[src/rtl/hazard_ctrl_if.sv]
// Hazard unit port bundle: ID/EX pipeline
// inputs toward the unit, stall/flush controls back.
interface hazard_ctrl_if #(
  parameter int REG_AW = 5,
  parameter int CNT_W  = 16
);
  logic [REG_AW-1:0] IDRegRs;
  logic [REG_AW-1:0] IDRegRt;
  logic [REG_AW-1:0] EXRegRt;
  logic              EXMemRead;
  logic              EXMduStart;
  logic              IDHiLoUse;
  logic              IDBranchTaken;
  logic              PCWrite;
  logic              IFIDWrite;
  logic              HazMuxCon;
  logic              IFIDFlush;
  logic              MduBusy;
  logic [CNT_W-1:0]  StallCycles;

  modport master (
    output IDRegRs, IDRegRt, EXRegRt,
    output EXMemRead, EXMduStart,
    output IDHiLoUse, IDBranchTaken,
    input  PCWrite, IFIDWrite, HazMuxCon,
    input  IFIDFlush, MduBusy, StallCycles
  );

  modport slave (
    input  IDRegRs, IDRegRt, EXRegRt,
    input  EXMemRead, EXMduStart,
    input  IDHiLoUse, IDBranchTaken,
    output PCWrite, IFIDWrite, HazMuxCon,
    output IFIDFlush, MduBusy, StallCycles
  );
endinterface

[src/rtl/hazard_ctrl.sv]
// Pipeline hazard unit: load-use and mul/div
// stalls, branch flush, stall-cycle counter.
module hazard_ctrl #(
  parameter int REG_AW   = 5,
  parameter int LOAD_LAT = 1,
  parameter int MDU_LAT  = 8,
  parameter int CNT_W    = 16
) (
  input  logic        clk,
  input  logic        reset,
  hazard_ctrl_if.slave hz
);

  localparam logic [3:0] LD_INIT = 4'(LOAD_LAT - 1);
  localparam logic [7:0] MD_INIT = 8'(MDU_LAT);
  localparam logic [CNT_W-1:0] CNT_MAX = '1;

  logic [REG_AW-1:0] id_rs;
  logic [REG_AW-1:0] id_rt;
  logic [REG_AW-1:0] ex_rt;

  logic [3:0]       ld_cnt_q, ld_cnt_d;
  logic [7:0]       md_cnt_q, md_cnt_d;
  logic [CNT_W-1:0] stall_cnt_q, stall_cnt_d;

  logic ld_hit;
  logic md_haz;
  logic stall;
  logic run;

  assign id_rs = hz.IDRegRs;
  assign id_rt = hz.IDRegRt;
  assign ex_rt = hz.EXRegRt;

  // Hazard detection; r0 never creates a dependency
  always_comb begin
    ld_hit = 1'b0;
    md_haz = 1'b0;
    stall  = 1'b0;
    ld_hit = hz.EXMemRead
           & (ex_rt != '0)
           & ((ex_rt == id_rs) | (ex_rt == id_rt));
    md_haz = hz.IDHiLoUse & (md_cnt_q != '0);
    stall  = ld_hit | (ld_cnt_q != '0) | md_haz;
  end

  // Counter next-state; a new hit/start restarts
  always_comb begin
    ld_cnt_d    = ld_cnt_q;
    md_cnt_d    = md_cnt_q;
    stall_cnt_d = stall_cnt_q;
    if (reset) begin
      ld_cnt_d    = '0;
      md_cnt_d    = '0;
      stall_cnt_d = '0;
    end else begin
      if (ld_hit)
        ld_cnt_d = LD_INIT;
      else if (ld_cnt_q != '0)
        ld_cnt_d = ld_cnt_q - 4'd1;
      if (hz.EXMduStart)
        md_cnt_d = MD_INIT;
      else if (md_cnt_q != '0)
        md_cnt_d = md_cnt_q - 8'd1;
      if (stall && stall_cnt_q != CNT_MAX)
        stall_cnt_d = stall_cnt_q + 1'b1;
    end
  end

  // Control outputs; reset holds the front end
  always_comb begin
    run           = ~stall & ~reset;
    hz.PCWrite    = run;
    hz.IFIDWrite  = run;
    hz.HazMuxCon  = run;
    hz.IFIDFlush  = hz.IDBranchTaken & run;
    hz.MduBusy    = (md_cnt_q != '0) & ~reset;
    hz.StallCycles = stall_cnt_q;
  end

  // State registers
  always_ff @(posedge clk) begin
    ld_cnt_q    <= ld_cnt_d;
    md_cnt_q    <= md_cnt_d;
    stall_cnt_q <= stall_cnt_d;
  end

endmodule

[src/flat_wrapper.sv]
// flat-port wrapper written by rule: the top's interface ports become plain ports
module hazard_ctrl_flat 
#(
  parameter int REG_AW   = 5,
  parameter int LOAD_LAT = 1,
  parameter int MDU_LAT  = 8,
  parameter int CNT_W    = 16
)
  (clk, reset, hz_IDRegRs, hz_IDRegRt, hz_EXRegRt, hz_EXMemRead, hz_EXMduStart, hz_IDHiLoUse, hz_IDBranchTaken, hz_PCWrite, hz_IFIDWrite, hz_HazMuxCon, hz_IFIDFlush, hz_MduBusy, hz_StallCycles);
  hazard_ctrl_if #(.REG_AW(REG_AW), .CNT_W(CNT_W)) hz_i ();
  input  logic clk;
  input  logic reset;
  input wire logic [$bits(hz_i.IDRegRs)-1:0] hz_IDRegRs;
  input wire logic [$bits(hz_i.IDRegRt)-1:0] hz_IDRegRt;
  input wire logic [$bits(hz_i.EXRegRt)-1:0] hz_EXRegRt;
  input wire logic [$bits(hz_i.EXMemRead)-1:0] hz_EXMemRead;
  input wire logic [$bits(hz_i.EXMduStart)-1:0] hz_EXMduStart;
  input wire logic [$bits(hz_i.IDHiLoUse)-1:0] hz_IDHiLoUse;
  input wire logic [$bits(hz_i.IDBranchTaken)-1:0] hz_IDBranchTaken;
  output wire logic [$bits(hz_i.PCWrite)-1:0] hz_PCWrite;
  output wire logic [$bits(hz_i.IFIDWrite)-1:0] hz_IFIDWrite;
  output wire logic [$bits(hz_i.HazMuxCon)-1:0] hz_HazMuxCon;
  output wire logic [$bits(hz_i.IFIDFlush)-1:0] hz_IFIDFlush;
  output wire logic [$bits(hz_i.MduBusy)-1:0] hz_MduBusy;
  output wire logic [$bits(hz_i.StallCycles)-1:0] hz_StallCycles;
  assign hz_i.IDRegRs = hz_IDRegRs;
  assign hz_i.IDRegRt = hz_IDRegRt;
  assign hz_i.EXRegRt = hz_EXRegRt;
  assign hz_i.EXMemRead = hz_EXMemRead;
  assign hz_i.EXMduStart = hz_EXMduStart;
  assign hz_i.IDHiLoUse = hz_IDHiLoUse;
  assign hz_i.IDBranchTaken = hz_IDBranchTaken;
  assign hz_PCWrite = hz_i.PCWrite;
  assign hz_IFIDWrite = hz_i.IFIDWrite;
  assign hz_HazMuxCon = hz_i.HazMuxCon;
  assign hz_IFIDFlush = hz_i.IFIDFlush;
  assign hz_MduBusy = hz_i.MduBusy;
  assign hz_StallCycles = hz_i.StallCycles;
  hazard_ctrl #(.REG_AW(REG_AW), .LOAD_LAT(LOAD_LAT), .MDU_LAT(MDU_LAT), .CNT_W(CNT_W)) u_core (.clk(clk), .reset(reset), .hz(hz_i));
endmodule
[config.mk]
export PLATFORM = sky130hd
export DESIGN_NAME = hazard_ctrl_flat
export DESIGN_NICKNAME = d
export VERILOG_FILES = /design/src/rtl/hazard_ctrl_if.sv /design/src/rtl/hazard_ctrl.sv /design/src/flat_wrapper.sv
export SDC_FILE = /design/constraint.sdc
export NUM_CORES = 1
export LEC_CHECK = 0
export CORE_ASPECT_RATIO = 1.25
export CORE_MARGIN = 3
export CORE_UTILIZATION = 45
export DETAILED_ROUTE_END_ITERATION = 8
export PLACE_DENSITY = 0.79
export SLEW_MARGIN = 20
export SYNTH_ARGS = -nofsm -noshare
export SYNTH_HDL_FRONTEND = slang
export SYNTH_SLANG_ARGS = --single-unit
[constraint.sdc]
create_clock -name clk -period 5.9 [get_ports clk]
set_input_delay 1.18 -clock clk [delete_from_list [all_inputs] [get_ports clk]]
set_output_delay 1.18 -clock clk [all_outputs]
set_load 0.005 [all_outputs]
# Yosys cells after proc, flatten, opt, wreduce, memory -nomap -nowiden
# Index checks and enable logic that the tools add are counted.
# op_classes
n_addsub	3
n_mul	0
div	0
order_cmp	0
eq_ne	3
n_shift	0
muxes	2
bitwise_logic	11
reduce_logical	7
# op_table
operator	n
$add 16x1->16 const B	1
$ne 16x16->1 const B	1
$eq 5x5->1	2
$mux 4	2
$reduce_bool 8->1	1
$sub 8x1->8 const B	1
$and 1x1->1	6
$reduce_bool 5->1	1
$reduce_bool 4->1	1
$reduce_or 2->1	2
$sub 4x1->4 const B	1
$or 1x1->1	3
$not 1->1	2
$reduce_bool 2->1	1
$logic_and 1x1->1	1
# totals
ff_bits	28
latch_bits	0
mem_bits_rw	0
romBits	0
inputBits	21
word_cells	30
memories	0

# Longest topological paths before layout
# depth
ltp_word	8
mapped_depth	10
ltp_nobuf	8

# Worst setup path after synthesis
# Ideal clock, no wire load.
# synth_timing
path_type	input port to output port
from	in hz_EXRegRt[0]
to	out hz_IFIDWrite
t_arrival_ns	2.649
required_time_ns	4.720
setup_slack_ns	2.071
cell_stages	6
path_buffers	1
cell_sequence	or4_1 > o21ai_0 > nor2_1 > or2_2 > nor2b_1 > buf_4
# synth_between
elab_chain_cells	7
word_cells_on_any_way	10
cone_classes	eq/ne (2); bitwise (7); reduce/logical (1)
# synth_rtl
item	line	rtl
start, declared	flat_wrapper.sv:15	input wire logic [$bits(hz_i.EXRegRt)-1:0] hz_EXRegRt;
$eq 5x5->1 or $reduce_bool 5->1 (tied branches)	hazard_ctrl.sv:42, hazard_ctrl.sv:41	
$or 1x1->1 or $and 1x1->1 (tied branches)	hazard_ctrl.sv:42, hazard_ctrl.sv:41	
$and 1x1->1 *	hazard_ctrl.sv:42	& ((ex_rt == id_rs) | (ex_rt == id_rt));
$or 1x1->1 * (2 in a row)	hazard_ctrl.sv:44	stall = ld_hit | (ld_cnt_q != '0) | md_haz;
$not 1->1 *	hazard_ctrl.sv:72	run = ~stall & ~reset;
$and 1x1->1 *	hazard_ctrl.sv:72	
end, declared	flat_wrapper.sv:21	output wire logic [$bits(hz_i.IFIDWrite)-1:0] hz_IFIDWrite;
# Mark *: on every way between the ends. The rest lies on a longest branch, timed or not.

# Worst setup path after layout
# layout_timing
from	in hz_EXRegRt[0]
to	out hz_HazMuxCon
# layout_between
elab_chain_cells	7
word_cells_on_any_way	10
cone_classes	eq/ne (2); bitwise (7); reduce/logical (1)
# layout_rtl
item	line	rtl
$eq 5x5->1 or $reduce_bool 5->1 (tied branches)	hazard_ctrl.sv:42, hazard_ctrl.sv:41	
$or 1x1->1 or $and 1x1->1 (tied branches)	hazard_ctrl.sv:42, hazard_ctrl.sv:41	
$and 1x1->1 *	hazard_ctrl.sv:42	
$or 1x1->1 * (2 in a row)	hazard_ctrl.sv:44	
$not 1->1 *	hazard_ctrl.sv:72	
$and 1x1->1 *	hazard_ctrl.sv:72	
end, declared	flat_wrapper.sv:22	output wire logic [$bits(hz_i.HazMuxCon)-1:0] hz_HazMuxCon;
# Marked as above.

==> metrics.txt <==
mapped cell area 1630 um2; Reg-to-Reg End u_core.hz.StallCycles[5]; layout cells sized above 1 0.0789; Post-Synth Adder-Cell Area 0.0385; CTS Buf Count 3; max frequency 210 MHz; sequential power share 0.378; Area growth syn-to-layout 27.0%; grt ovf 0; WHS Endpoint u_core.hz.StallCycles[15]; outcome complete, no violations; Routed Wire Length 3370 um; Crit Path Max Fanout 5; Clock H-tree levels 1; first-pass iteration count of the detailed router 4; number of hold violations in the final report 0; clk buf depth 2; Syn Area/Cell 8.56 um2; CP required 4.72 ns; main combinational cell family by area after synthesis simple AND/OR/NAND/NOR gates; Post-DRT Antenna Nets 0; vias in the first global route 1432; HP Class reg2reg; post-synthesis async set-or-reset flop share 0; filler cell count 304; LEAKAGE 0.735 nW; IO Port Bufs 41; top_reg_cell synth dfxtp_1; die height 73.2 um; final setup vio count 0; core area 3340 um2; clock sinks 28; initial antenna violation count 0; Hold Path Cell Cnt 2; Logic pwr share 0.473; clk root buf clkbuf_8; pins over their slew limit 0; min-delay src u_core.hz.StallCycles[15]; RSZ-0062 raised after global routing no; cell-internal power 0.000431 W; Die W 59.8 um; Worst setup SP type input port; Non-Filler Instances 265; commonest non-fill, non-tap cell in the layout clkdlybuf4s50_1; DRC Markers 0; die area 4380 um2; Rows 23; DR iter-0 viols 42; Clk pwr share 0.149; placed cell areas 2020 um2; critical path type in2out; Slew @ Worst Pin 0.751 ns; Warnings, synthesis 0; HPWL after DPL 2490 um; final instance area 2070 um2; CP endpoint kind primary output; Routed WL per cell 12.7 um; Peak supply drop 0.288 mV; P_sw 0.000276 W; Sw Ratio 0.391; largest net degree at the start of global routing 29; global-route wire length before repair 6010 um; initial core utilization 0.487; commonest cells after routing, fill and taps aside clkdlybuf4s50_1, dfxtp_1, nor2_1; P per Cell Area 343 nW/um2; io pins 42; clock-pin slew on the worst setup and hold paths 0.10 ns; register area share after synthesis 0.345; FF-to-FF setup slack 3.44 ns; clk_lat worst skew 0.28 ns; worst r2r src u_core.md_cnt_q[4]; # placed instances 262; Cell variety after synth 47; gpl congestion 0.722; Hold Buf Count CTS 0; post-synth net total 216; Worst Reg-to-Reg Cells 6; clk_skew 0.00974 ns; CTS tree done; Total GRT Usage 0.172; Gate Count Post-Synth 190; post-CTS setup repair buffer count 0; TNS Setup 0 ns; Period minus WS final 4.77 ns; # nets final 256; Post-Synth XOR/XNOR Area 0.0915; area leader, netlist dfxtp_1; post_cts resized 0; Setup crit start hz_EXRegRt[0]; Post-Synth Simple-Gate Area 0.319; WP data arrival 3.59 ns; Post-synth EDFFs 0; Tot Pwr 0.000708 W; post-synth top area share 0.345; drt via density 5.73; synth top area cells dfxtp_1, xor2_1, nor2_1; Tcrit/Tclk final 0.808; Max-slew headroom 0.494; Synth Area in Compound Gates 0.126; #FFs+latches synth 28; ANT cells 0; mux cell area share after synthesis 0.0277; via count 1518; number of max-cap violations 0
-- layer usage --
layer / track usage / share of wire
met5: 0 / 0
met3: 0.0265 / 0.045
met2: 0.276 / 0.49
met4: 0.0640 / 0.012
met1: 0.227 / 0.46
-- critical path, stage by stage --
cell	delay [ns]
clkdlybuf4s50_1	0.47
or4_1	0.54
o21ai_0	0.27
nor2_1	0.08
or2_2	0.32
nor2b_1	0.19
clkdlybuf4s50_1	0.54
-- layout make-up --
type | count | area [um2] | area share
clock buffer | 3 | 41.3 | 0.0200
timing repair buffer | 42 | 418 | 0.202
inverter | 5 | 18.8 | 0.00909
multi-input combinational | 150 | 981 | 0.475
sequential | 28 | 561 | 0.271
tap | 37 | 46.3 | 0.0224
-- state kept, by name, summed over array words and instances (netlist names) --
register,cells
u_core.ld_cnt_q,4
u_core.hz.StallCycles,16
u_core.md_cnt_q,8
-- synth_stat cells, drive strengths merged, types with 2 or more instances --
cell type / count
dfxtp: 28
nor2: 23
a21oi: 14
xor2: 12
o21ai: 10
nand2: 9
nand4: 8
or3: 8
nor3: 6
buf: 5
ha: 5
inv: 5
nand3: 5
or4: 5
xnor2: 5
and3: 4
mux2: 4
nand2b: 4
nor2b: 4
o31ai: 4
and4: 3
nor4: 3
clkbuf: 2
nand4b: 2
-- how the worst max path moves through the flow --
| stage | to | cells past startpoint |
|---|---|---|
| 3_5_place_dp | hz_HazMuxCon | 7 |
| 5_1_grt | hz_IFIDWrite | 7 |
| 2_1_floorplan | hz_IFIDWrite | 6 |
| 6_report | hz_HazMuxCon | 7 |
| 4_1_cts | hz_HazMuxCon | 7 |
| 3_3_place_gp | hz_IFIDWrite | 7 |
-- per-stage QoR --
step	utilization	setup slack, ns	hold slack [ns]
floorplan	-	2.07	0.471
global placement	0.606	1.18	0.490
detailed placement	0.606	1.11	0.499
CTS	0.619	1.11	0.513
global route	0.619	1.00	0.543
finish	0.619	1.13	0.510
-- cells by family after synthesis --
family                   Yosys count
AND/OR/NAND/NOR                   89
multiplexers                       4
flip-flops                        28
buffers and inverters             12
adder cells (fa/ha/maj)            5
AO/OA/AOI/OAI                     35
XOR/XNOR                          17
-- power groups by stage --
| stage | clock (W) | sequential (W) | combinational, W |
|---|---|---|---|
| floorplan | 0 | 0.000263 | 0.000267 |
| global placement | 0 | 0.000270 | 0.000328 |
| detailed placement | 0 | 0.000271 | 0.000337 |
| CTS | 0.000105 | 0.000267 | 0.000339 |
| global route | 0.000112 | 0.000273 | 0.000388 |
| finish | 0.000105 | 0.000267 | 0.000335 |
Power figures use the tool's default switching activity.
